==> config.mk <==
export PLATFORM = sky130hd
export DESIGN_NAME = i2c_target_rx
export DESIGN_NICKNAME = d
export VERILOG_FILES = /design/src/rtl/i2c_target_rx.sv
export SDC_FILE = /design/constraint.sdc
export NUM_CORES = 1
export LEC_CHECK = 0
export ABC_AREA = 1
export BUFFER_PORTS_ARGS = -buffer_cell sky130_fd_sc_hd__buf_2
export CAP_MARGIN = 25
export CELL_PAD_IN_SITES_DETAIL_PLACEMENT = 0
export CELL_PAD_IN_SITES_GLOBAL_PLACEMENT = 1
export CORE_ASPECT_RATIO = 1.75
export CORE_MARGIN = 1.5
export CORE_UTILIZATION = 46
export DETAILED_ROUTE_END_ITERATION = 12
export GPL_ROUTABILITY_DRIVEN = 0
export PLACE_DENSITY = 0.77
export SLEW_MARGIN = 20
export SYNTH_ARGS = -nofsm -noshare
export SYNTH_HDL_FRONTEND = slang
export SYNTH_SLANG_ARGS = --single-unit
==> constraint.sdc <==
create_clock -name PCLK -period 2.1 [get_ports PCLK]
set_clock_uncertainty 0.15 [all_clocks]
set_input_delay 0.105 -clock PCLK [delete_from_list [all_inputs] [get_ports PCLK]]
set_output_delay 0.105 -clock PCLK [all_outputs]
set_load 0.005 [all_outputs]
==> src/rtl/i2c_target_rx.sv <==
// i2c_target_rx
// I2C target (slave) receiver. Oversamples SCL/SDA on PCLK, detects START and
// STOP, matches a 7-bit write address, ACKs the address and data bytes and
// stores received bytes in a small FIFO that the host drains with rd_pop.
//
// Optional feature: define I2C_TARGET_GEN_CALL_EN to also answer the general
// call address byte 8'h00. Without it, 8'h00 is a non-matching address.
//
// Ports:
//   PCLK          system clock (at least 4x SCL)
//   PRESETn       asynchronous active-low reset
//   scl_in        bus SCL level
//   sda_in        bus SDA level
//   sda_pull_low  1 = drive SDA low (open-drain), 0 = release
//   rd_pop        pop the FIFO head when rx_valid=1
//   rd_data       FIFO head byte (0 when empty)
//   rx_valid      FIFO not empty
//   rx_full       FIFO full
//   busy          1 from START until STOP
//   addr_hit      one-cycle pulse on an address match with R/W=0
//   overrun       sticky, set when a byte is dropped on a full FIFO
module i2c_target_rx #(
  parameter logic [6:0] TARGET_ADDR = 7'h78,
  parameter int         FIFO_DEPTH  = 4,
  parameter int         FILT_LEN    = 2
) (
  input  logic       PCLK,
  input  logic       PRESETn,
  input  logic       scl_in,
  input  logic       sda_in,
  output logic       sda_pull_low,
  input  logic       rd_pop,
  output logic [7:0] rd_data,
  output logic       rx_valid,
  output logic       rx_full,
  output logic       busy,
  output logic       addr_hit,
  output logic       overrun
);

  localparam int PW = $clog2(FIFO_DEPTH);

  localparam logic [2:0] ST_IDLE     = 3'd0;
  localparam logic [2:0] ST_ADDR     = 3'd1;
  localparam logic [2:0] ST_ADDR_ACK = 3'd2;
  localparam logic [2:0] ST_DATA     = 3'd3;
  localparam logic [2:0] ST_DATA_ACK = 3'd4;
  localparam logic [2:0] ST_IGNORE   = 3'd5;

  // True when the completed address byte selects this target for a write.
  function automatic logic addr_match(input logic [7:0] b);
`ifdef I2C_TARGET_GEN_CALL_EN
    addr_match = (b == {TARGET_ADDR, 1'b0}) || (b == 8'h00);
`else
    addr_match = (b == {TARGET_ADDR, 1'b0});
`endif
  endfunction

  // ---------------------------------------------------------------------
  // Input conditioning
  // ---------------------------------------------------------------------
  logic [FILT_LEN-1:0] scl_sync_q;
  logic [FILT_LEN-1:0] sda_sync_q;
  logic                scl_prev_q;
  logic                sda_prev_q;
  logic                scl_s;
  logic                sda_s;
  logic                scl_rise_s;
  logic                scl_fall_s;
  logic                start_s;
  logic                stop_s;

  // Synchroniser chains plus one extra sample for edge detection. Reset to the
  // idle bus level so leaving reset never looks like an edge.
  always_ff @(posedge PCLK or negedge PRESETn) begin
    if (!PRESETn) begin
      scl_sync_q <= {FILT_LEN{1'b1}};
      sda_sync_q <= {FILT_LEN{1'b1}};
      scl_prev_q <= 1'b1;
      sda_prev_q <= 1'b1;
    end else begin
      scl_sync_q <= {scl_sync_q[FILT_LEN-2:0], scl_in};
      sda_sync_q <= {sda_sync_q[FILT_LEN-2:0], sda_in};
      scl_prev_q <= scl_sync_q[FILT_LEN-1];
      sda_prev_q <= sda_sync_q[FILT_LEN-1];
    end
  end

  assign scl_s      = scl_sync_q[FILT_LEN-1];
  assign sda_s      = sda_sync_q[FILT_LEN-1];
  assign scl_rise_s = scl_s & ~scl_prev_q;
  assign scl_fall_s = ~scl_s & scl_prev_q;
  // SCL must be high in both samples so an SDA change next to an SCL edge
  // is not mistaken for a bus condition.
  assign start_s    = scl_s & scl_prev_q & sda_prev_q & ~sda_s;
  assign stop_s     = scl_s & scl_prev_q & ~sda_prev_q & sda_s;

  // ---------------------------------------------------------------------
  // FIFO status
  // ---------------------------------------------------------------------
  logic [7:0]  mem_q [FIFO_DEPTH];
  logic [PW:0] wr_ptr_q;
  logic [PW:0] rd_ptr_q;
  logic        fifo_empty_s;
  logic        fifo_full_s;
  logic        pop_s;
  logic        can_push_s;
  logic        push_s;

  // Pointers carry one extra wrap bit to tell full from empty.
  assign fifo_empty_s = (wr_ptr_q == rd_ptr_q);
  assign fifo_full_s  = (wr_ptr_q[PW] != rd_ptr_q[PW]) &&
                        (wr_ptr_q[PW-1:0] == rd_ptr_q[PW-1:0]);
  assign pop_s        = rd_pop & ~fifo_empty_s;
  // A pop in the same cycle frees the slot the incoming byte needs.
  assign can_push_s   = ~fifo_full_s | pop_s;

  // ---------------------------------------------------------------------
  // Receive FSM
  // ---------------------------------------------------------------------
  logic [2:0] state_q,     state_d;
  logic [2:0] bit_cnt_q,   bit_cnt_d;
  logic [6:0] shift_q,     shift_d;
  logic       ack_en_q,    ack_en_d;
  logic       ack_phase_q, ack_phase_d;
  logic       pull_q,      pull_d;
  logic       busy_q,      busy_d;
  logic       hit_q,       hit_d;
  logic       ovr_q,       ovr_d;
  logic [7:0] byte_s;

  // The byte as it stands once the current SDA sample is shifted in.
  assign byte_s = {shift_q, sda_s};

  // Next-state logic; bus conditions override whatever the state is doing.
  always_comb begin
    state_d     = state_q;
    bit_cnt_d   = bit_cnt_q;
    shift_d     = shift_q;
    ack_en_d    = ack_en_q;
    ack_phase_d = ack_phase_q;
    pull_d      = pull_q;
    busy_d      = busy_q;
    hit_d       = 1'b0;
    ovr_d       = ovr_q;
    push_s      = 1'b0;

    if (stop_s) begin
      state_d   = ST_IDLE;
      busy_d    = 1'b0;
      pull_d    = 1'b0;
      bit_cnt_d = 3'd0;
    end else if (start_s) begin
      state_d   = ST_ADDR;
      busy_d    = 1'b1;
      pull_d    = 1'b0;
      bit_cnt_d = 3'd0;
    end else begin
      case (state_q)
        ST_IDLE: begin
          state_d = ST_IDLE;
        end
        ST_ADDR: begin
          if (scl_rise_s) begin
            shift_d = byte_s[6:0];
            if (bit_cnt_q == 3'd7) begin
              bit_cnt_d   = 3'd0;
              ack_phase_d = 1'b0;
              if (addr_match(byte_s)) begin
                state_d  = ST_ADDR_ACK;
                hit_d    = 1'b1;
                ack_en_d = 1'b1;
              end else begin
                state_d  = ST_IGNORE;
                ack_en_d = 1'b0;
              end
            end else begin
              bit_cnt_d = bit_cnt_q + 3'd1;
            end
          end else begin
            shift_d = shift_q;
          end
        end
        // First SCL fall after bit 8 starts the ACK drive, the second one
        // (end of the 9th clock) releases SDA.
        ST_ADDR_ACK, ST_DATA_ACK: begin
          if (scl_fall_s) begin
            if (!ack_phase_q) begin
              pull_d      = ack_en_q;
              ack_phase_d = 1'b1;
            end else begin
              pull_d      = 1'b0;
              ack_phase_d = 1'b0;
              state_d     = ST_DATA;
              bit_cnt_d   = 3'd0;
            end
          end else begin
            pull_d = pull_q;
          end
        end
        ST_DATA: begin
          if (scl_rise_s) begin
            shift_d = byte_s[6:0];
            if (bit_cnt_q == 3'd7) begin
              bit_cnt_d   = 3'd0;
              ack_phase_d = 1'b0;
              state_d     = ST_DATA_ACK;
              if (can_push_s) begin
                push_s   = 1'b1;
                ack_en_d = 1'b1;
              end else begin
                ovr_d    = 1'b1;
                ack_en_d = 1'b0;
              end
            end else begin
              bit_cnt_d = bit_cnt_q + 3'd1;
            end
          end else begin
            shift_d = shift_q;
          end
        end
        ST_IGNORE: begin
          state_d = ST_IGNORE;
        end
        default: begin
          state_d = ST_IDLE;
          pull_d  = 1'b0;
          busy_d  = 1'b0;
        end
      endcase
    end
  end

  // FSM state and registered bus-side outputs.
  always_ff @(posedge PCLK or negedge PRESETn) begin
    if (!PRESETn) begin
      state_q     <= ST_IDLE;
      bit_cnt_q   <= 3'd0;
      shift_q     <= 7'd0;
      ack_en_q    <= 1'b0;
      ack_phase_q <= 1'b0;
      pull_q      <= 1'b0;
      busy_q      <= 1'b0;
      hit_q       <= 1'b0;
      ovr_q       <= 1'b0;
    end else begin
      state_q     <= state_d;
      bit_cnt_q   <= bit_cnt_d;
      shift_q     <= shift_d;
      ack_en_q    <= ack_en_d;
      ack_phase_q <= ack_phase_d;
      pull_q      <= pull_d;
      busy_q      <= busy_d;
      hit_q       <= hit_d;
      ovr_q       <= ovr_d;
    end
  end

  // FIFO storage and pointers; on push+pop when full the head is read out
  // combinationally this cycle before its slot is overwritten.
  always_ff @(posedge PCLK or negedge PRESETn) begin
    if (!PRESETn) begin
      wr_ptr_q <= '0;
      rd_ptr_q <= '0;
      for (int i = 0; i < FIFO_DEPTH; i++) begin
        mem_q[i] <= 8'd0;
      end
    end else begin
      if (push_s) begin
        mem_q[wr_ptr_q[PW-1:0]] <= byte_s;
        wr_ptr_q                <= wr_ptr_q + (PW+1)'(1);
      end
      if (pop_s) begin
        rd_ptr_q <= rd_ptr_q + (PW+1)'(1);
      end
    end
  end

  assign sda_pull_low = pull_q;
  assign busy         = busy_q;
  assign addr_hit     = hit_q;
  assign overrun      = ovr_q;
  assign rx_valid     = ~fifo_empty_s;
  assign rx_full      = fifo_full_s;
  assign rd_data      = fifo_empty_s ? 8'd0 : mem_q[rd_ptr_q[PW-1:0]];

endmodule
# After elaboration in Yosys (flattened, before gate mapping)
# Cells that the tools add are included.
[totals]
register_bits = 63
in_bits = 5
out_inout_bits = 14
elab_cells = 142
[classes]
add_sub_neg = 3
order_cmp = 3
n_eq_ne = 26
muxes = 54
bitwise = 20
n_reduce_logical = 17
[op_table]
columns = ["op", "n"]
rows = [
  ["3-bit two-way mux", 15],
  ["32-bit bitwise mux", 1],
  ["8-bit two-way mux", 4],
  ["1-bit two-way mux", 27],
  ["4-bit inequality test (second input constant)", 6],
  ["6-bit AND reduction", 3],
  ["8-bit binary-select mux with 2-bit select", 1],
  ["8-bit demux with 2-bit select", 1],
  ["3-bit case mux with 4 select lines", 1],
  ["2-bit inequality test (second input constant)", 5],
  ["3-bit by 1-bit adder with 3-bit output (second input constant)", 3],
  ["3-bit equality test (second input constant)", 3],
  ["1-bit inverter", 9],
  ["1-bit bitwise AND", 8],
  ["8-bit equality test (second input constant)", 1],
  ["4-bit AND reduction", 2],
  ["7-bit AND reduction", 1],
  ["3-bit by 2-bit equality test with 1-bit output (second input constant)", 2],
  ["3-bit >= comparator (second input constant)", 2],
  ["3-bit by 1-bit inequality test with 1-bit output (second input constant)", 2],
  ["2-bit inverter with 3-bit output", 2],
  ["1-bit case mux with 2 select lines", 3],
  ["3-bit case mux with 2 select lines", 1],
  ["6-bit OR reduction", 1],
  ["other kinds (15)", 19],
]

# Depth between registers and ports, before layout
# Gate-level depths: netlist of run 1.
[logic_depth]
ltp_word = 10
depth_mapped = 9
depth_no_buf = 9

# Worst setup path before layout of run 1
# OpenSTA, ideal clock, no wires.
[synth_timing]
path_kind = "register -> register"
from = "reg scl_sync_q[1]"
to = "reg mem_q[30] in the netlist's numbering"
setup_ps = 118
arrival_ps = 1333
t_required_ps = 1832
setup_slack_ps = 500
stages_incl_launch_ff = 9
path_buffers = 1
synth_period_minus_slack_ps = 1600
path_cell_list = "dfstp_2 inv_2 nor2_2 nand2_1 nor2_2 buf_6 nand3_2 nand2_1 nand2_1"
[synth_via]
elab_chain_cells = 5
word_cells_on_any_way = 10
classes_between = "mux (4); bitwise (6)"
[synth_rtl]
columns = ["item", "line", "rtl"]
rows = [
  ["start, declared", "62", "logic [FILT_LEN-1:0] scl_sync_q;"],
  ["start signal, assigned", "77", "scl_sync_q <= {FILT_LEN{1'b1}};"],
  ["start signal, assigned", "82", "scl_sync_q <= {scl_sync_q[FILT_LEN-2:0], scl_in};"],
  ["1-bit bitwise AND, on equally long branches", "91, 95, 96", ""],
  ["1-bit two-way mux / 1-bit bitwise AND (equally long branches)", "202, 95", ""],
  ["1-bit two-way mux / 1-bit bitwise AND (equally long branches)", "159, 95", ""],
  ["1-bit two-way mux", "153", "end else if (start_s) begin"],
  ["1-bit two-way mux (*)", "148", "if (stop_s) begin"],
  ["end signal, assigned by index", "270", "mem_q[wr_ptr_q[PW-1:0]] <= byte_s;"],
  ["end, declared", "101", "logic [7:0] mem_q [FIFO_DEPTH];"],
]
# Mark *: on every way between the ends. The rest lies on a longest branch, timed or not.
# A chain may end at the register's enable or synchronous reset.

# Worst setup path in the final report of run 1
[layout_timing]
from = "reg rd_ptr_q[2]"
to = "out rd_data[6]"
[layout_via]
elab_chain_cells = 2
[layout_rtl]
columns = ["item", "line", "rtl"]
rows = [
  ["start, declared", "103", "logic [PW:0] rd_ptr_q;"],
  ["start signal, assigned", "274", "rd_ptr_q <= rd_ptr_q + (PW+1)'(1);"],
  ["3-bit equality test", "111", "assign fifo_empty_s = (wr_ptr_q == rd_ptr_q);"],
  ["8-bit two-way mux", "285", "assign rd_data = fifo_empty_s ? 8'd0 : mem_q[rd_ptr_q[PW-1:0]];"],
  ["end, declared", "33", "output logic [7:0] rd_data,"],
]
# Every way passes these cells.

==> results of run 1 <==
[worst max path at each step]
| stage | endpoint | from | cells past startpoint | slack [ns] |
|---|---|---|---|---|
| floorplan | mem_q[30] | scl_sync_q[1] | 8 | 0.50 |
| global placement | mem_q[22] | bit_cnt_q[0] | 8 | 0.21 |
| detailed placement | mem_q[19] | scl_sync_q[1] | 8 | 0.20 |
| CTS | rd_data[5] | rd_ptr_q[0] | 7 | 0.12 |
| global route | rd_data[0] | rd_ptr_q[0] | 7 | 0.01 |
| finish | rd_data[6] | rd_ptr_q[2] | 7 | 0.19 |
[power by group]
group	internal [mW]	total (mW)	switching (mW)
registers	1.38	1.61	0.227
logic	0.599	1.54	0.945
clock network	1.06	1.59	0.523
[final cells by class]
cell class | count | area (um^2)
fillers | 657 | 3100
flip-flops and latches | 63 | 1590
multi-input cells | 271 | 1430
clock buffers | 10 | 239
repair buffers | 30 | 203
inverters | 30 | 113
well taps | 84 | 105
clock inverters | 6 | 83.8
[cell usage after synthesis (4+ instances only)]
cell type    n  area, um^2
buf_1        4        15.0
nor2_2       4        25.0
nand4_1     36         225
buf_6        8        90.1
inv_1       26        97.6
nand3_2      5        50.1
nand3_1     18        90.1
ha_1         7        87.6
dfrtp_1     57        1430
nand2_1    115         432
o21ai_0     18        90.1
nor2_1      32         120
buf_2        5        25.0
o32ai_1      8        70.1
a21oi_1      4        20.0
nand2_2      5        31.3
dfstp_2      6         158
[per-layer routing]
layer | up-vias | wire length [um]
met3 | 12 | 179
met1 | 1246 | 3060
li1 | 1319 | -
met2 | 33 | 4130
met4 | 0 | 140
met5 | - | 0
[cell families (layout without fill, tap and decap cells)]
group | Yosys count | in the layout
AND/OR/NAND/NOR | 220 | 220
flip-flops | 63 | 63
buffers and inverters | 48 | 76
AO/OA/AOI/OAI | 35 | 35
adder cells (fa/ha/maj) | 7 | 7
XOR/XNOR | 6 | 6
multiplexers | 3 | 3
[sequential cells by signal, indices dropped and copies added, names as in the netlist]
register      count
sda_sync_q        2
bit_cnt_q         3
shift_q           7
overrun           1
sda_prev_q        1
scl_prev_q        1
mem_q            32
ack_phase_q       1
scl_sync_q        2
busy              1
rd_ptr_q          3
addr_hit          1
wr_ptr_q          3
ack_en_q          1
state_q           3
sda_pull_low      1
[per-stage QoR]
step / hold slack (ns) / util / cells
floorplan: -0.341 / - / 382
detailed placement: -0.0905 / 0.495 / 474
global placement: -0.0924 / 0.495 / 474
global route: 0.142 / 0.548 / 494
CTS: 0.0961 / 0.547 / 494
finish: 0.0972 / 0.548 / 494
[what timing repair did]
action / in CTS / in global routing
endpoints found under the hold margin: 42 / 0
hold buffers: 4 / 0
gates resized for setup: 0 / 1
endpoints found under the setup margin: 0 / 1
[critical path, cell delays in order (launching register included)]
cell	delay (ns)
dfrtp_1	0.42
xor2_1	0.31
inv_1	0.10
nand3_1	0.07
buf_4	0.19
nand2_1	0.07
inv_1	0.05
buf_2	0.10
==> results.cfg, run 1 <==
[run_status]
status = finished, final reports clean

[route]
drc_errors = 0
first_iter_violations = 121
wl_per_cell_um = 15.2
via_per_inst = 5.28
drt_wl_total_um = 7520
drtAntennaViolNets = 0
dr.pass1.iters = 4
vias = 2610

[final_layout]
diodes = 0
final_cell_mix = nand2_1, dfrtp_1, nand4_1
num-nets-final = 417
design_area_mm2 = 0.00375
layout_commonest_cell = nand2_1
area_delta_synth_final_pct = 15.3
drive_above_1_share = 0.180

[placed_design]
port_buffers = 18
dpl_cell_area_mm2 = 0.00339
hpwl_um = 5520
pre_cts_ws_ns = 0.198

[synth]
synth-xor-area-share = 0.0207
synth_cell_types = 31
synth_top_flop_cell = dfrtp_1
synth_edf_count = 0
syn_avg_cell_area_um2 = 8.53
synth_compound_area_frac = 0.0653
synth_simple_gate_area_frac = 0.312
synthAdderAreaFrac = 0.0269
synthesis.nets = 394
synth_top_family_by_area = simple AND/OR/NAND/NOR gates
synth_area_mm2 = 0.00326
async_flop_share = 1.00
seq_area_frac_synth = 0.486
synth_seq_cells = 63
synthMuxAreaShare = 0.0127
synth_cells = 382
ys_warn_count = 0

[setup_path]
ff2ff_path_depth = 8
rr_endpoint = mem_q[24]
arrival_ns = 1.66
crit_path_max_fanout = 11
critical_path_class = flop to output pin
r2r_slack_ns = 0.19
required_ns = 1.85
start_kind = flop
worst_setup_path_end_kind = output pin
rr_startpoint = scl_sync_q[1]

[sta]
worst_slack_ns = 0.186
setup_viol = 0
worstMarginPinSlew_ns = 0.490
slew_headroom = 0.673
drv_slew = 0
tns_ns = 0
finalCriticalPeriod_ns = 1.91
fmaxAchievable_mhz = 522
period_share = 0.912
final_hold_viol_count = 0
rsz0062_at_grt = false

[power]
power.density_mw_per_mm2 = 1260
total_power_mw = 4.74
leakagePower_nw = 1.96
ir_worst_vdd_mv = 0.705

[grt]
grt_max_degree = 39
use_met2 = 0.410
met3_usage = 0.0442
grt_pass1_wl_um = 12800
grt_util_all_layers = 0.228
antenna_found_initial = 0
grt_pass1_vias = 2619
met1_usage = 0.255
grt-ovfl-total = 0
top_usage_layer = met2

[clock_network]
cts_tree = done
clk_latency_ns = 0.33
cts_setup_buffers = 0
clockBufferDepth = 2
cts_root_buf = clkbuf_16
h-tree-depth = 3
clkTransAtPathRegs_ns = 0.05
numClockSinks = 63
cts_made_buffers = 9

[hold_path]
hp-class = primary input to asynchronous set/reset pin

[floorplan]
die_y_um = 114
ios = 19
die_x_um = 66.6
num_rows = 40
core_area_mm2 = 0.00686
dieArea_mm2 = 0.00761
initial_core_util = 0.475

[run]
maxCapViolations = 0
(Power assumes the default switching activity.)
==> run 2: changes to the inputs <==
- CORE_UTILIZATION: 46 -> 42
- PLACE_DENSITY: 0.77 -> 0.74
- clock period: 2.1 -> 1.55 ns (I/O delays scaled with it)
==> results.cfg, run 2 (synthesized netlist as in run 1, its figures left out) <==
[run_status]
status = finished, violations left
violations = setup timing

[run]
maxCapViolations = 0

[final_layout]
layout_commonest_cell = nand2_1
largest_reg_flops = 32
reg_top3 = mem_q: 32 flops, shift_q: 7 flops
num-nets-final = 500
final_cell_mix = nand2_1, dfrtp_1, buf_4
drive_above_1_share = 0.460
design_area_mm2 = 0.00509
largest_register = mem_q
diodes = 0
area_delta_synth_final_pct = 56.2
fillCellCount = 603
utilization = 0.677

[route]
drc_errors = 0
via_per_inst = 5.27
wl_met3_um = 246
highest_layer = met4
drtAntennaViolNets = 0
wl_met1_um = 3470
first_iter_violations = 184
drt_wl_total_um = 9280
met2_length_um = 5240
wl_per_cell_um = 16.0
vias = 3063
dr.pass1.iters = 4

[sta]
drv_slew = 0
finalCriticalPeriod_ns = 1.79
fmaxAchievable_mhz = 560
rsz0062_at_grt = true
slew_headroom = 0.760
final_hold_viol_count = 0
worstMarginPinSlew_ns = 0.360
period_share = 1.15
tns_ns = -8.50
setup_viol = 54
worst_slack_ns = -0.235

[power]
power_switching_share = 0.383
power.density_mw_per_mm2 = 1630
total_power_mw = 8.31
ir_worst_vdd_mv = 0.983
p_clk_frac = 0.218
combPwrFrac = 0.529
seqPwrFrac = 0.252
leakagePower_nw = 2.51
p_switching_mw = 3.18
internal_power_mw = 5.13

[clock_network]
clk_latency_ns = 0.33
cts_root_buf = clkbuf_16
cts_made_buffers = 9
cts_tree = done
h-tree-depth = 3
clockBufferDepth = 2
numClockSinks = 63
clkTransAtPathRegs_ns = 0.05

[grt]
grt_pass1_vias = 3137
antenna_found_initial = 0
grt_pass1_wl_um = 15000
grt-ovfl-total = 0
grt_util_all_layers = 0.233
grt_max_degree = 64

[floorplan]
ios = 19
core_area_mm2 = 0.00751
num_rows = 42
dieArea_mm2 = 0.00831
initial_core_util = 0.433
die_x_um = 69.6
die_y_um = 119

[setup_path]
worst_setup_path_end_kind = output pin
cp_slowest_stage_delay_ns = 0.39
arrival_ns = 1.56
start_kind = flop
rr_endpoint = mem_q[11]
startpoint = rd_ptr_q[0]
slowest_stage = dfrtp_1
required_ns = 1.32
r2r_slack_ns = -0.21
crit_path_max_fanout = 7
rr_startpoint = rd_ptr_q[0]
crit_chain = buf_6, clkinv_8, buf_8, nor2_2, o32ai_2, nand2_1, inv_1, buf_2
crit_end = rd_data[7]
ff2ff_path_depth = 8
critical_path_class = flop to output pin

[placed_design]
port_buffers = 18
pre_cts_ws_ns = -0.165
dpl_cell_area_mm2 = 0.00388
hpwl_um = 6040

[hold_path]
hp-class = primary input to asynchronous set/reset pin
run 2: changes by cell type in the layout (fill, tap and decap cells not counted), sizes merged:
cell,before,now
buf,26,107
bufinv,2,0
clkbuf,10,12
clkinv,5,6
nor2,36,37
run 2: how the worst min path moves through the flow:
stage | endpoint | depth (start not counted)
floorplan | ack_en_q | 0
global placement | rd_ptr_q[0] | 2
detailed placement | rd_ptr_q[0] | 2
CTS | rd_ptr_q[2] | 3
global route | wr_ptr_q[2] | 3
finish | rd_ptr_q[0] | 3
run 2: repair_timing:
action                                  4_1_cts  5_1_grt
pin swaps                                    31       45
hold endpoints to repair                     68        0
setup buffers                                17       15
endpoints found under the setup margin       55       64
gates cloned                                  2        2
gates resized for setup                      84       89
hold buffers                                  4        0
run 2: area by class of cell:
class,count,area (um^2),share of cell area
multi-input combinational,272,1970,0.387
clock buffer,11,243,0.0477
sequential,63,1590,0.313
clock inverter,5,25.0,0.00492
tap,88,110,0.0216
timing repair buffer,112,1020,0.200
inverter,30,135,0.0266
run 2: metal layers:
layer | GRT usage | vias to the layer above
met2 | 0.417 | 64
li1 | - | 1504
met4 | 0.121 | 0
met5 | 0 | -
met3 | 0.0445 | 24
met1 | 0.257 | 1471
run 2: power groups by stage:
stage	Clock [mW]	Sequential (mW)	Combinational [mW]
4_1_cts	1.84	2.06	3.52
6_report	1.81	2.10	4.40
3_3_place_gp	0	2.07	2.86
2_1_floorplan	0	2.09	1.63
3_5_place_dp	0	2.07	2.89
5_1_grt	1.93	2.13	4.76
run 2: stage by stage:
step | hold WS [ns] | cells
floorplan | -0.368 | 382
global placement | -0.0316 | 529
detailed placement | -0.0310 | 529
CTS | 0.160 | 568
global route | 0.186 | 581
finish | 0.132 | 581
run 2: critical path: cells and delay by family, from the launching register on:
family / cells / cell delay (ns)
buffers and inverters: 5 / 0.47
AND/OR/NAND/NOR: 2 / 0.11
flip-flops: 1 / 0.39
AO/OA/AOI/OAI: 1 / 0.24
==> run 3: changes to the inputs <==
- SKIP_CTS_REPAIR_TIMING: not set -> 1
==> results.cfg, run 3 (synthesized netlist as in run 1, its figures left out) <==
[setup_path]
critical_path_class = flop to output pin
required_ns = 1.32
r2r_slack_ns = -0.19
worst_setup_path_end_kind = output pin
crit_path_max_fanout = 5
start_kind = flop
arrival_ns = 1.63

[power]
ir_worst_vdd_mv = 1.06
leakagePower_nw = 2.42
power.density_mw_per_mm2 = 1620

[route]
first_iter_violations = 171
via_per_inst = 5.24
vias = 2980
wl_per_cell_um = 15.2
drtAntennaViolNets = 0
drt_wl_total_um = 8650
dr.pass1.iters = 4
drc_errors = 0

[run_status]
violations = setup timing
status = finished, violations left

[final_layout]
largest_register = mem_q
final_cell_mix = nand2_1, dfrtp_1, buf_4
fillCellCount = 654
diodes = 0
num-nets-final = 488
largest_reg_flops = 32
drive_above_1_share = 0.414
area_delta_synth_final_pct = 46.5
layout_commonest_cell = nand2_1
reg_top3 = mem_q: 32 flops, shift_q: 7 flops

[sta]
period_share = 1.20
worstMarginPinSlew_ns = 0.356
slew_headroom = 0.763
tns_ns = -8.91
fmaxAchievable_mhz = 539
rsz0062_at_grt = true
final_hold_viol_count = 0
setup_viol = 57
worst_slack_ns = -0.304
finalCriticalPeriod_ns = 1.85
hold_slack_ns = 0.131
drv_slew = 0

[grt]
grt_util_all_layers = 0.216
grt_pass1_wl_um = 14000
grt_max_degree = 64
grt_pass1_vias = 2922
grt-ovfl-total = 0
antenna_found_initial = 0

[floorplan]
initial_core_util = 0.433
die_y_um = 119
ios = 19
core_area_mm2 = 0.00751
die_x_um = 69.6
num_rows = 42
dieArea_mm2 = 0.00831

[clock_network]
clkTransAtPathRegs_ns = 0.05
clockBufferDepth = 2
cts_made_buffers = 9
clk_latency_ns = 0.33
h-tree-depth = 3
cts_tree = done
cts_root_buf = clkbuf_16
numClockSinks = 63

[placed_design]
port_buffers = 18
hpwl_um = 6040

[run]
maxCapViolations = 0

[hold_path]
hp-class = primary input to asynchronous set/reset pin
## run 3: final timing paths
| path | startpoint | to | depth (start not counted) |
|---|---|---|---|
| hold / removal | PRESETn | rd_ptr_q[0] | 3 |
| min in group PCLK | scl_sync_q[0] | scl_sync_q[1] | 0 |
| hold reg to reg | scl_sync_q[0] | scl_sync_q[1] | 0 |
| max in group asynchronous | PRESETn | sda_sync_q[0] | 3 |
| setup / recovery | rd_ptr_q[0] | rd_data[0] | 9 |
| setup reg to reg | scl_sync_q[1] | mem_q[11] | 8 |
## run 3: cell type report
type	instances	area, um^2	share of cell area
clock inverter	5	25.0	0.00525
clock buffer	11	243	0.0509
multi-input combinational	271	1810	0.379
inverter	30	118	0.0247
timing repair buffer	101	876	0.184
sequential	63	1590	0.333
tap	88	110	0.0231
## run 3: worst max-delay path, cell delays in order (launching register included)
cell and delay, ns:
dfrtp_1 0.38, buf_6 0.13, inv_4 0.05, buf_12 0.10
buf_8 0.12, nor2_2 0.04, o32ai_2 0.24, nand2_1 0.08
inv_1 0.05, buf_2 0.10
## run 3: per-layer routing
layer / vias up / track usage / part of all wire / wire (um)
met3: 22 / 0.0470 / 0.027 / 236
met5: - / 0 / 0 / 0
met2: 55 / 0.378 / 0.55 / 4760
li1: 1468 / - / - / -
met1: 1435 / 0.241 / 0.38 / 3310
met4: 0 / 0.116 / 0.040 / 343
## run 3: stage by stage
| stage | cell area, um^2 | instances | total power, mW | worst slack [ns] | util |
|---|---|---|---|---|---|
| after floorplan | 3330 | 382 | 3.72 | 0.000147 | - |
| after global placement | 3880 | 529 | 4.92 | -0.133 | 0.516 |
| after detailed placement | 3880 | 529 | 4.96 | -0.165 | 0.516 |
| after CTS | 4140 | 545 | 6.80 | -0.391 | 0.551 |
| after global routing | 4770 | 569 | 8.26 | -0.397 | 0.635 |
| final | 4770 | 569 | 7.74 | -0.304 | 0.635 |
## run 3: report_power, final
group | internal [mW] | total [mW] | switching [mW]
clock network | 1.11 | 1.81 | 0.703
registers | 1.88 | 2.09 | 0.211
logic | 1.87 | 3.85 | 1.98
total | 4.85 | 7.74 | 2.89
